[config.mk]
export PLATFORM = sky130hd
export DESIGN_NAME = sram_host_ctrl
export DESIGN_NICKNAME = d
export VERILOG_FILES = /design/src/rtl/sram_host_ctrl.sv
export SDC_FILE = /design/constraint.sdc
export NUM_CORES = 1
export LEC_CHECK = 0
export CAP_MARGIN = 25
export CORE_AREA = 3 3 86 88
export DETAILED_ROUTE_END_ITERATION = 10
export DIE_AREA = 0 0 89 91
export DONT_BUFFER_PORTS = 1
export PLACE_DENSITY = 0.39
export SLEW_MARGIN = 20
export SYNTH_ARGS = -nofsm -noshare
export SYNTH_HDL_FRONTEND = slang
export SYNTH_SLANG_ARGS = --single-unit
[constraint.sdc]
create_clock -name clk -period 3.15 [get_ports clk]
set_input_delay 0.4725 -clock clk [delete_from_list [all_inputs] [get_ports clk]]
set_output_delay 0.4725 -clock clk [all_outputs]
set_load 0.005 [all_outputs]
[src/rtl/sram_host_ctrl.sv]
// Burst read/write initiator for the 8x8 single-port SRAM: one SRAM access per beat,
// valid/ready handshakes on command, write-data and read-response ports.
module sram_host_ctrl #(
   parameter int AW    = 8,
   parameter int DW    = 8,
   parameter int DEPTH = 8,
   parameter int LW    = 3
) (
   input  logic          clk,
   input  logic          rst,
   input  logic          req_valid,
   output logic          req_ready,
   input  logic          req_write,
   input  logic [AW-1:0] req_addr,
   input  logic [LW-1:0] req_len,
   input  logic          wdata_valid,
   output logic          wdata_ready,
   input  logic [DW-1:0] wdata,
   output logic          rsp_valid,
   input  logic          rsp_ready,
   output logic [DW-1:0] rsp_data,
   output logic          rsp_last,
   output logic          done,
   output logic          err,
   output logic          sram_cs,
   output logic          sram_we,
   output logic          sram_rd,
   output logic [AW-1:0] sram_addr,
   output logic [DW-1:0] sram_din,
   input  logic [DW-1:0] sram_dout
);

   localparam logic [AW:0]   DEPTH_W = (AW+1)'(DEPTH);
   localparam logic [AW-1:0] MASK    = AW'(DEPTH-1);

   typedef enum logic [2:0] {
      IDLE, WR_WAIT, WR_ISSUE, RD_ISSUE, RD_WAIT, RD_RESP, DONE
   } state_t;

   state_t        state, state_d;
   logic [AW-1:0] cur, cur_d;
   logic [LW-1:0] cnt, cnt_d;
   logic [DW-1:0] wbuf, wbuf_d;
   logic [DW-1:0] rsp_data_d;

   logic          req_ready_d, wdata_ready_d, rsp_valid_d, rsp_last_d;
   logic          done_d, err_d, sram_cs_d, sram_we_d, sram_rd_d;
   logic [AW-1:0] sram_addr_d;
   logic [DW-1:0] sram_din_d;

   logic          last;
   logic [AW-1:0] cur_inc;

   assign last    = (cnt == '0);
   assign cur_inc = (cur + 1'b1) & MASK;

   // State, datapath and all outputs are registered together.
   always_ff @(posedge clk or posedge rst) begin
      if (rst) begin
         state       <= IDLE;
         cur         <= '0;
         cnt         <= '0;
         wbuf        <= '0;
         rsp_data    <= '0;
         req_ready   <= 1'b0;
         wdata_ready <= 1'b0;
         rsp_valid   <= 1'b0;
         rsp_last    <= 1'b0;
         done        <= 1'b0;
         err         <= 1'b0;
         sram_cs     <= 1'b0;
         sram_we     <= 1'b0;
         sram_rd     <= 1'b0;
         sram_addr   <= '0;
         sram_din    <= '0;
      end else begin
         state       <= state_d;
         cur         <= cur_d;
         cnt         <= cnt_d;
         wbuf        <= wbuf_d;
         rsp_data    <= rsp_data_d;
         req_ready   <= req_ready_d;
         wdata_ready <= wdata_ready_d;
         rsp_valid   <= rsp_valid_d;
         rsp_last    <= rsp_last_d;
         done        <= done_d;
         err         <= err_d;
         sram_cs     <= sram_cs_d;
         sram_we     <= sram_we_d;
         sram_rd     <= sram_rd_d;
         sram_addr   <= sram_addr_d;
         sram_din    <= sram_din_d;
      end
   end

   always_comb begin
      state_d    = state;
      cur_d      = cur;
      cnt_d      = cnt;
      wbuf_d     = wbuf;
      rsp_data_d = rsp_data;
      unique case (state)
         IDLE: begin
            // req_ready gates acceptance: it is still 0 in the first cycle after reset.
            if (req_valid && req_ready) begin
               cur_d = req_addr;
               cnt_d = req_len;
               if ({1'b0, req_addr} >= DEPTH_W) state_d = DONE;
               else if (req_write)             state_d = WR_WAIT;
               else                            state_d = RD_ISSUE;
            end
         end
         WR_WAIT: begin
            if (wdata_valid) begin
               wbuf_d  = wdata;
               state_d = WR_ISSUE;
            end
         end
         WR_ISSUE: begin
            if (last) state_d = DONE;
            else begin
               cnt_d   = cnt - 1'b1;
               cur_d   = cur_inc;
               state_d = WR_WAIT;
            end
         end
         RD_ISSUE: state_d = RD_WAIT;
         RD_WAIT: begin
            rsp_data_d = sram_dout;
            state_d    = RD_RESP;
         end
         RD_RESP: begin
            if (rsp_ready) begin
               if (last) state_d = DONE;
               else begin
                  cnt_d   = cnt - 1'b1;
                  cur_d   = cur_inc;
                  state_d = RD_ISSUE;
               end
            end
         end
         DONE:    state_d = IDLE;
         default: state_d = IDLE;
      endcase
   end

   // Outputs are decoded from the next state so they line up with the state register.
   always_comb begin
      req_ready_d   = (state_d == IDLE);
      wdata_ready_d = (state_d == WR_WAIT);
      sram_we_d     = (state_d == WR_ISSUE);
      sram_rd_d     = (state_d == RD_ISSUE);
      sram_cs_d     = sram_we_d | sram_rd_d;
      sram_addr_d   = sram_cs_d ? cur_d : '0;
      sram_din_d    = sram_we_d ? wbuf_d : '0;
      rsp_valid_d   = (state_d == RD_RESP);
      rsp_last_d    = (state_d == RD_RESP) && (cnt_d == '0);
      done_d        = (state_d == DONE);
      // DONE straight from IDLE only happens for a rejected command.
      err_d         = (state_d == DONE) && (state == IDLE);
   end

endmodule

==> metrics.csv, run 1 <==
stage;metric;value;unit
worst_setup_path;startpoint;state[1];
worst_setup_path;reg2reg_slack;1.14;ns
worst_setup_path;arrival;2.21;ns
route;first_iter_violations;74;
sta;finalSetupViolations;0;
route;drc;0;
synth;yosysTopAreaCellShare;58.5;%
worst_setup_path;path_class;reg -> reg;
finish;syn_to_final_growth;9.40;%
pwr;p_leak;0.987;nW
synth;syn_inst;160;
min_path;hold_path.class;in -> async;
clock_tree;cts_hold_buf;0;
global_routing;antenna_found_initial;0;
flow_run;cap_violations;0;
worst_setup_path;r2r_start;state[1];
synth;yosys_warnings;0;
route;wl_per_cell;17.5;um
finish;nNetsFinal;198;
sta;fin_crit;2.01;ns
synth;async_flop_share;100;%
global_routing;grt_overflow;0;
synth;synth_common_cells;47 x dfrtp_1, 11 x and2_1, 10 x nor2b_1;
synth;synth_nets;196;
floorplan;fp.dieW;89;um
global_routing;grt_max_degree;48;
pwr;p_per_area;956;mW/mm^2
floorplan;die_height;91;um
global_routing;grt_usage;11.0;%
worst_setup_path;cp_max_fo;15;
clock_tree;clock_sinks;47;
synth;synthTopCellsByArea;dfrtp_1 58%, mux2_2 4.5%, and2_1 3.4%;
synth;syn_avg_cell_area;12.6;um^2
worst_setup_path;r2r_cells;5;
clock_tree;clockBufferDepth;2;
floorplan;die_area;0.00810;mm^2
outcome;status;finished, final reports clean;
worst_setup_path;crit_path_end_kind;register;
global_routing;grt_first_pass_wirelength;6.76;mm
sta;hold_viol_final;0;
sta;clock_skew;0.00788;ns
synth;synth_ff_type;dfrtp_1;
synth;ys_seq_area_share;58.5;%
sta;hold_slack;0.176;ns
clock_tree;cts-root-buf;clkbuf_8;
route;postRouteAntennaNets;0;
clock_tree;clk_pin_slew;0.09;ns
floorplan;core_area;0.00672;mm^2
sta;fin_crit_sh;64.0;%
floorplan;start_util;29.9;%
sta;slew-limit-headroom;46.9;%
synth;synth-edff-count;0;
sta;finalSetupTns;0;ns
place;place_congestion;0.761;
worst_setup_path;crit_path_start_kind;register;
synth;netlist_area;0.00201;mm^2
global_routing;grt_pass1_vias;1284;
route;vias_per_cell;5.02;
clock_tree;htreeDepth;2;
clock_tree;clkLatencyLatePin;0.30;ns
finish;diodes;0;
clock_tree;cts_tree;done;
place;dp_hpwl;3.11;mm
floorplan;ioPinCount;66;
place;port-buffer-count;0;
clock_tree;cts_made_buffers;5;
sta;tightestPinTransition;0.795;ns
synth;yosys.area.top_type;dfrtp_1;
synth;synth.most_common_cell;dfrtp_1;
synth;yosysUniqueCellTypes;47;
route;num_vias;1215;
route;routed_wl;4.24;mm
route;first_pass_iters;5;
clock_tree;postCtsSetupBuffers;0;
worst_setup_path;crit-reg2reg-capture;sram_addr[0];
pwr;ir_drop;0.264;mV
clock_tree;cts_resized;0;
worst_setup_path;cp_data_required_time;3.34;ns
sta;slew_viol_final;0;
finish;drive_gt1_share;18.5;%
sta;grt_setup_unrepaired;false;
synth;ys_ff_latch;47;
floorplan;row_count;30;
sta;timing.fmax;496;MHz
[per-stage QoR]
step                      std cells  utilization (%)  area [um^2]  setup slack [ns]  power, mW
after floorplan                 160                -         2010              1.20       1.53
after global placement          235             31.1         2090              1.12       1.69
after detailed placement        235             31.1         2090              1.09       1.70
after CTS                       242             32.7         2200              1.12       2.14
after global routing            242             32.7         2200             0.899       2.28
final                           242             32.7         2200              1.14       2.10
[kinds of logic (layout without fill, tap and decap cells)]
logic type	count (synthesis)	after routing	synth area share, %
flops	47	47	58.5
compound gates	26	26	10.9
mux	9	9	4.98
buf+inv	13	15	2.92
simple gates	62	62	20.8
fa+ha+maj	3	3	1.87
[how the worst max path moves through the flow]
stage                   end  slack [ns]  depth (start not counted)
2_1_floorplan          done        1.20                          5
3_3_place_gp        sram_rd        1.12                          5
3_5_place_dp   sram_addr[0]        1.09                          5
4_1_cts        sram_addr[0]        1.12                          5
5_1_grt        sram_addr[1]        0.90                          5
6_report       sram_addr[0]        1.14                          5
[sequential cells by signal, indices dropped and copies added, names as in the netlist, 3 cells and up]
signal,count
rsp_data,8
cur,8
cnt,3
sram_addr,8
sram_din,8
state,3
[layout make-up]
class / instances / area (um^2)
sequential: 47 / 1180
clock buffer: 5 / 68.8
multi-input combinational: 100 / 782
inverter: 7 / 27.5
timing repair buffer: 1 / 7.51
fill: 670 / 4520
tap: 80 / 100
clock inverter: 2 / 37.5
[placed cells by master, fill, tap and decap left out, types with 4 or more instances in the layout]
cell type   n
nand3b_1    4
nand3_1     4
inv_1       6
a21oi_1     4
dfrtp_1    47
a22o_1      4
nor2b_1    10
mux2_2      8
and2_1     11
nand2_1     5
clkbuf_8    5
nor2_1      6
[metal layers]
layer | track usage [%] | vias to the layer above | share of wire, %
li1 | - | 567 | -
met1 | 13.5 | 596 | 42
met2 | 17.0 | 45 | 48
met3 | 5.17 | 7 | 8.6
met4 | 3.47 | 0 | 1.3
met5 | 0 | - | 0
[power by group]
part           switching [mW]  internal [mW]  total, mW
Sequential              0.186          0.804      0.990
Clock                   0.198          0.232      0.430
Combinational           0.361          0.321      0.683
[worst max-delay path, stage by stage, from the launching register on]
cell and delay (ns):
dfrtp_1 0.67, a21oi_1 0.15, o31ai_1 0.29, nand3b_1 0.29, a221o_1 0.38, nor2b_1 0.14
No activity file was read; power rests on OpenSTA's default activity.
==> run 2: changes to the inputs <==
--- a/config.mk
+++ b/config.mk
@@ -5,12 +5,13 @@
 export SDC_FILE = /design/constraint.sdc
 export NUM_CORES = 1
 export LEC_CHECK = 0
+export ABC_AREA = 1
 export CAP_MARGIN = 25
-export CORE_AREA = 3 3 86 88
+export CORE_AREA = 3 3 89 91
 export DETAILED_ROUTE_END_ITERATION = 10
-export DIE_AREA = 0 0 89 91
+export DIE_AREA = 0 0 92 94
 export DONT_BUFFER_PORTS = 1
-export PLACE_DENSITY = 0.39
+export PLACE_DENSITY = 0.4
 export SLEW_MARGIN = 20
 export SYNTH_ARGS = -nofsm -noshare
 export SYNTH_HDL_FRONTEND = slang
==> constraint.sdc (replaced) <==
create_clock -name clk -period 1.8 [get_ports clk]
set_input_delay 0.27 -clock clk [delete_from_list [all_inputs] [get_ports clk]]
set_output_delay 0.27 -clock clk [all_outputs]
set_load 0.005 [all_outputs]
==> metrics.csv, run 2 <==
stage;metric;value;unit;change
worst_setup_path;crit_path_end_kind;register;;unchanged
worst_setup_path;cp_cell_sequence;inv_1 -> ha_2 -> nand2_2 -> nand2_1 -> nand2_1 -> or2_2 -> nand3_1 -> nor2_1 -> nand2_1 -> nor2_1;;was a21oi_1 -> o31ai_1 -> nand3b_1 -> a221o_1 -> nor2b_1
worst_setup_path;arrival;1.82;ns;was 2.21 ns
worst_setup_path;cpPeakStageDelay;0.39;ns;was 0.67 ns
clock_tree;cts_tree;done;;unchanged
synth;ys_seq_area_share;55.4;%;was 58.5%
sta;clock_skew;0.00286;ns;was 0.00788 ns
synth;syn_inst;231;;was 160
worst_setup_path;cp_max_fo;8;;was 15
floorplan;row_count;31;;was 30
place;place_congestion;0.804;;was 0.761
route;num_vias;1459;;was 1215
synth;async_flop_share;100;%;unchanged
finish;final_cells;342;;was 242
min_path;hp-start;wdata[0];;
finish;layout_common_cells;66 x nand2_1, 47 x dfrtp_1, 31 x inv_1, 17 x nor2_1, 12 x nand3_1;;was 47 x dfrtp_1, 11 x and2_1, 10 x nor2b_1, 8 x mux2_2
synth;yosys_warnings;0;;unchanged
synth;yosysUniqueCellTypes;31;;was 47
floorplan;start_util;29.4;%;was 29.9%
synth;yosysTopAreaCellShare;55.4;%;was 58.5%
sta;slew_viol_final;0;;unchanged
synth;synth_compound_area_share;4.72;%;was 10.9%
worst_setup_path;critPathBufInv;1;;was 0
synth;ys_ff_latch;47;;unchanged
synth;muxShareOfSynthArea;0;%;was 4.98%
floorplan;die_height;94;um;was 91 um
route;routed_wl;4.85;mm;was 4.24 mm
sta;hold_viol_final;0;;unchanged
clock_tree;htreeDepth;2;;unchanged
synth;synth_common_cells;67 x nand2_1, 47 x dfrtp_1, 32 x inv_1;;was 47 x dfrtp_1, 11 x and2_1, 10 x nor2b_1
sta;finalSetupTns;0;ns;unchanged
outcome;status;finished, final reports clean;;unchanged
floorplan;die_area;0.00865;mm^2;was 0.00810 mm^2
global_routing;grt_overflow;0;;unchanged
min_path;hold_path.class;in -> reg;;was in -> async
route;vias_per_cell;4.27;;was 5.02
route;wl_per_cell;14.2;um;was 17.5 um
worst_setup_path;critPathTopFamily;simple AND/OR/NAND/NOR gates;;was compound AO/OA/AOI/OAI gates
place;port-buffer-count;0;;unchanged
synth;netlist_area;0.00212;mm^2;was 0.00201 mm^2
clock_tree;clk_pin_slew;0.09;ns;about the same
finish;nNetsFinal;278;;was 198
worst_setup_path;r2r_start;cnt[1];;was state[1]
synth;synthTopCellsByArea;dfrtp_1 55%, nand2_1 12%, inv_1 5.7%;;was dfrtp_1 58%, mux2_2 4.5%, and2_1 3.4%
worst_setup_path;r2r_cells;10;;was 5
synth;yosys.area.top_type;dfrtp_1;;unchanged
route;first_pass_iters;4;;was 5
sta;hold_slack;0.0651;ns;was 0.176 ns
clock_tree;clkLatencyLatePin;0.30;ns;about the same
floorplan;ioPinCount;66;;unchanged
clock_tree;postCtsSetupBuffers;0;;unchanged
worst_setup_path;cp_data_required_time;2.00;ns;was 3.34 ns
floorplan;core_area;0.00721;mm^2;was 0.00672 mm^2
clock_tree;clock_sinks;47;;unchanged
sta;slew-limit-headroom;66.9;%;was 46.9%
global_routing;grt_first_pass_wirelength;7.97;mm;was 6.76 mm
finish;diodes;0;;unchanged
synth;synth_adder_area_share;1.77;%;was 1.87%
min_path;whs_path_depth;2;;
clock_tree;cts_made_buffers;5;;unchanged
sta;fin_crit;1.62;ns;was 2.01 ns
pwr;ir_drop;0.539;mV;was 0.264 mV
place;dp_hpwl;3.73;mm;was 3.11 mm
sta;grt_setup_unrepaired;false;;unchanged
synth;synth_nets;267;;was 196
worst_setup_path;reg2reg_slack;0.18;ns;was 1.14 ns
flow_run;cap_violations;0;;unchanged
worst_setup_path;cp_common_cell;nand2_1;;
route;first_iter_violations;68;;was 74
global_routing;grt_max_degree;27;;was 48
synth;synth_xor_area_share;0;%;unchanged
synth;syn_avg_cell_area;9.19;um^2;was 12.6 um^2
global_routing;antenna_found_initial;0;;unchanged
route;drc;0;;unchanged
synth;synth.most_common_cell;nand2_1;;was dfrtp_1
finish;final_common_cell;nand2_1;;was dfrtp_1
worst_setup_path;slowest_stage;dfrtp_1;;unchanged
synth;synth-edff-count;0;;unchanged
place;dp_cells;333;;was 235
finish;drive_gt1_share;20.2;%;was 18.5%
clock_tree;clockBufferDepth;2;;unchanged
worst_setup_path;path_class;reg -> reg;;unchanged
sta;finalSetupViolations;0;;unchanged
min_path;min_to;sram_din[0];;
route;postRouteAntennaNets;0;;unchanged
sta;fin_crit_sh;90.2;%;was 64.0%
clock_tree;cts-root-buf;clkbuf_8;;unchanged
worst_setup_path;crit-reg2reg-capture;rsp_last;;was sram_addr[0]
floorplan;fp.dieW;92;um;was 89 um
synth;synth_ff_type;dfrtp_1;;unchanged
worst_setup_path;crit_path_start_kind;register;;unchanged
pwr;p_leak;1.32;nW;was 0.987 nW
sta;timing.fmax;616;MHz;was 496 MHz
global_routing;grt_usage;12.0;%;was 11.0%
finish;syn_to_final_growth;13.7;%;was 9.40%
synth;synthSimpleGateAreaFrac;31.2;%;was 20.8%
global_routing;grt_pass1_vias;1574;;was 1284
pwr;p_per_area;1660;mW/mm^2;was 956 mW/mm^2
sta;tightestPinTransition;0.496;ns;was 0.795 ns
synth;synth_top_family_by_area;simple AND/OR/NAND/NOR gates;;unchanged
run 2: cell types whose count changed in the layout (fill, tap and decap cells not counted), sizes merged, moves of 4 or more:
cell,change
nand3,+9
nand2,+70
inv,+31
mux2,-8
nor2,+18
nor2b,-10
o21ai,+4
and2,-9
a22o,-4
nand4,+5
run 2: worst max-delay path by stage:
stage / slack (ns) / end / cells past startpoint / from
finish: 0.18 / rsp_last / 10 / cnt[1]
global route: 0.004 / rsp_last / 10 / cnt[1]
CTS: 0.09 / rsp_last / 10 / cnt[1]
detailed placement: 0.11 / rsp_last / 10 / cnt[1]
global placement: 0.13 / rsp_last / 10 / cnt[1]
floorplan: 0.31 / rsp_last / 10 / cnt[1]
run 2: final cells by class:
type	instances	area, um^2
Tap cell	99	124
Inverter	38	143
Multi-Input combinational cell	145	805
Timing Repair Buffer	5	52.6
Sequential cell	47	1180
Clock buffer	5	68.8
Clock inverter	3	43.8
Fill cell	787	4800
run 2: power breakdown:
part / total (mW) / internal (mW) / switching [mW] / leakage [nW]
registers: 1.64 / 1.39 / 0.252 / 0.625
clock network: 0.773 / 0.414 / 0.360 / 0.0581
logic: 1.59 / 0.525 / 1.06 / 0.640
total: 4.00 / 2.33 / 1.67 / 1.32
run 2: per-stage QoR:
stage                     worst slack [ns]  power [mW]  utilization (%)  cell area, um^2
after global placement               0.131        3.27             31.7             2280
after CTS                           0.0862        4.06             33.4             2410
after detailed placement             0.111        3.27             31.7             2280
after floorplan                      0.315        2.83                -             2120
after global routing               0.00384        4.37             33.4             2410
final                                0.176        4.00             33.4             2410
run 2: worst register-to-register path: stages, from the launching register on:
cell	delay [ns]
dfrtp_1	0.39
inv_1	0.13
ha_2	0.23
nand2_2	0.11
nand2_1	0.08
nand2_1	0.07
or2_2	0.27
nand3_1	0.09
nor2_1	0.05
nand2_1	0.06
nor2_1	0.04
run 2: routing by layer:
| metal | vias to the layer above | global-route usage (%) | part of all wire [%] |
|---|---|---|---|
| met4 | 0 | 3.96 | 1.9 |
| met5 | - | 0 | 0 |
| met1 | 677 | 15.3 | 45 |
| met2 | 44 | 19.2 | 47 |
| li1 | 731 | - | - |
| met3 | 7 | 4.17 | 6.8 |
run 2: cell families (layout without fill, tap and decap cells):
group	after synthesis	in the layout
flip-flops	47	47
AO/OA/AOI/OAI	14	14
buffers and inverters	39	51
adder cells (fa/ha/maj)	3	3
AND/OR/NAND/NOR	128	128
run 2: repair_timing:
action                                  CTS  global route
resized for setup                         0             2
endpoints found under the setup margin    0             6
endpoints found under the hold margin    21             0
hold buffers                              1             0
==> run 3: changes to the inputs <==
--- a/config.mk
+++ b/config.mk
@@ -5,13 +5,12 @@
 export SDC_FILE = /design/constraint.sdc
 export NUM_CORES = 1
 export LEC_CHECK = 0
-export ABC_AREA = 1
 export CAP_MARGIN = 25
-export CORE_AREA = 3 3 89 91
+export CORE_AREA = 3 3 86 88
 export DETAILED_ROUTE_END_ITERATION = 10
-export DIE_AREA = 0 0 92 94
+export DIE_AREA = 0 0 89 91
 export DONT_BUFFER_PORTS = 1
-export PLACE_DENSITY = 0.4
+export PLACE_DENSITY = 0.41
 export SLEW_MARGIN = 20
 export SYNTH_ARGS = -nofsm -noshare
 export SYNTH_HDL_FRONTEND = slang
==> metrics.csv, run 3 (synthesized netlist as in run 1, its figures left out) <==
stage;metric;value;unit;change
outcome;status;finished, final reports clean;;unchanged
global_routing;antenna_found_initial;0;;unchanged
clock_tree;cts_tree;done;;unchanged
finish;nNetsFinal;230;;was 278
global_routing;grt_usage;12.3;%;was 12.0%
route;wl_per_cell;17.4;um;was 14.2 um
finish;final_cells;275;;was 342
clock_tree;clkLatencyLatePin;0.30;ns;about the same
clock_tree;cts-root-buf;clkbuf_8;;unchanged
finish;drive_gt1_share;38.5;%;was 20.2%
sta;tightestPinTransition;0.480;ns;was 0.496 ns
route;drc;0;;unchanged
worst_setup_path;cp_data_required_time;2.00;ns;about the same
global_routing;use_met1;15.0;%;was 15.3%
finish;layout_common_cells;44 x dfrtp_1, 28 x buf_4, 11 x and2_1, 8 x mux2_2, 8 x nor2b_1;;was 66 x nand2_1, 47 x dfrtp_1, 31 x inv_1, 17 x nor2_1, 12 x nand3_1
sta;timing.fmax;575;MHz;was 616 MHz
finish;diodes;0;;unchanged
route;num_vias;1391;;was 1459
pwr;swShare;34.9;%;was 41.8%
place;port-buffer-count;0;;unchanged
worst_setup_path;crit_path_start_kind;register;;unchanged
global_routing;grt_pass1_vias;1505;;was 1574
floorplan;core_area;0.00672;mm^2;was 0.00721 mm^2
route;postRouteAntennaNets;0;;unchanged
flow_run;cap_violations;0;;unchanged
sta;clock_skew;0.00564;ns;was 0.00286 ns
finish;syn_to_final_growth;26.1;%;was 13.7%
worst_setup_path;crit_path_end_kind;register;;unchanged
pwr;p_sw;1.51;mW;was 1.67 mW
global_routing;met2_usage;19.5;%;was 19.2%
place;dp_hpwl;3.58;mm;was 3.73 mm
floorplan;die_height;91;um;was 94 um
clock_tree;clk_pin_slew;0.09;ns;about the same
pwr;power.share.clock;18.1;%;was 19.3%
pwr;finalPower;4.33;mW;was 4.00 mW
pwr;seqPwrFrac;39.0;%;was 41.0%
sta;hold_viol_final;0;;unchanged
route;routed_wl;4.79;mm;was 4.85 mm
clock_tree;htreeDepth;2;;unchanged
floorplan;die_area;0.00810;mm^2;was 0.00865 mm^2
floorplan;fp.dieW;89;um;was 92 um
pwr;p_leak;1.15;nW;was 1.32 nW
sta;finalSetupViolations;0;;unchanged
finish;fin_util;37.7;%;was 33.4%
route;first_iter_violations;80;;was 68
global_routing;grt_overflow;0;;unchanged
global_routing;busiest_layer;met2;;unchanged
sta;fin_crit_sh;96.6;%;was 90.2%
floorplan;row_count;30;;was 31
pwr;ir_drop;0.597;mV;was 0.539 mV
pwr;p_per_area;1710;mW/mm^2;was 1660 mW/mm^2
worst_setup_path;arrival;1.94;ns;was 1.82 ns
sta;slew-limit-headroom;67.9;%;was 66.9%
route;first_pass_iters;4;;unchanged
pwr;internal-power;2.82;mW;was 2.33 mW
floorplan;start_util;29.9;%;was 29.4%
sta;hold_slack;0.0874;ns;was 0.0651 ns
place;place_area;0.00227;mm^2;was 0.00228 mm^2
global_routing;met3_usage;4.72;%;was 4.17%
sta;slew_viol_final;0;;unchanged
floorplan;ioPinCount;66;;unchanged
worst_setup_path;path_class;reg -> reg;;unchanged
finish;final_common_cell;dfrtp_1;;was nand2_1
worst_setup_path;cp_max_fo;7;;was 8
min_path;hold_path.class;in -> reg;;unchanged
place;dp_cells;259;;was 333
clock_tree;clock_sinks;47;;unchanged
clock_tree;clockBufferDepth;2;;unchanged
sta;fin_crit;1.74;ns;was 1.62 ns
global_routing;grt_first_pass_wirelength;7.62;mm;was 7.97 mm
sta;grt_setup_unrepaired;true;;was false
finish;design_area;0.00254;mm^2;was 0.00241 mm^2
place;place_congestion;0.829;;was 0.804
clock_tree;cts_made_buffers;5;;unchanged
pwr;pwr-share-comb;42.8;%;was 39.7%
global_routing;grt_max_degree;21;;was 27
route;vias_per_cell;5.06;;was 4.27
[run 3: changes by cell type in the layout (fill, tap and decap cells not counted), moves of 4 or more]
cell | previous run | this run
nand3b_1 | 0 | 4
mux2_2 | 0 | 8
nand2_2 | 6 | 1
buf_4 | 3 | 28
nand2_4 | 4 | 0
inv_1 | 31 | 4
nor2b_1 | 0 | 8
nor2_2 | 4 | 0
and2_1 | 3 | 11
nand3_1 | 12 | 4
nor2_1 | 17 | 6
nand2_1 | 66 | 5
[run 3: power groups by stage]
stage / sequential [mW] / combinational (mW) / clock [mW]
floorplan: 1.59 / 1.08 / 0
global placement: 1.72 / 1.55 / 0
detailed placement: 1.70 / 1.58 / 0
CTS: 1.70 / 1.69 / 0.806
global route: 1.74 / 2.08 / 0.858
finish: 1.69 / 1.86 / 0.785
[run 3: timing repair]
item	4_1_cts	5_1_grt
hold buffers	1	0
gates resized for setup	11	12
endpoints found under the setup margin	14	14
buffers inserted	0	6
pin swaps	2	7
cloned	1	0
endpoints found under the hold margin	18	0
[run 3: routing by layer]
layer  vias up  share of wire [%]
met5         -                  0
met4         0                1.8
met3         6                8.1
met2        52                 49
met1       699                 41
li1        634                  -
[run 3: metrics by stage]
stage               setup TNS, ns  setup WS, ns
global route              -0.0797       -0.0256
CTS                             0       0.00710
floorplan                       0        0.0496
detailed placement         -0.463       -0.0597
global placement           -0.520       -0.0782
finish                          0        0.0613
[run 3: final cells by class]
class / count / area (um^2)
Fill cell: 659 / 4180
Sequential cell: 47 / 1180
Multi-Input combinational cell: 101 / 861
Timing Repair Buffer: 32 / 254
Tap cell: 80 / 100
Clock buffer: 5 / 68.8
Clock inverter: 3 / 46.3
Inverter: 7 / 26.3
[run 3: final timing paths]
| check | start | end | slack (ns) | cells after the start |
|---|---|---|---|---|
| worst max-delay path | state[0] | sram_addr[2] | 0.06 | 7 |
| worst min-delay path | wdata[4] | sram_din[4] | 0.09 | 1 |
| worst max register to register | state[0] | sram_addr[2] | 0.06 | 7 |
| worst min register to register | cur[6] | cur[6] | 0.50 | 1 |
| max in group asynchronous | rst | cur[1] | 0.83 | 3 |
| min in group asynchronous | rst | sram_din[2] | 0.42 | 2 |
[run 3: worst max-delay path, cell delays in order, from the launching register on]
cell,delay (ns)
dfrtp_2,0.47
buf_4,0.18
nand4b_1,0.16
buf_6,0.15
nand2_1,0.08
and3b_1,0.19
a221o_1,0.28
nor2b_1,0.14
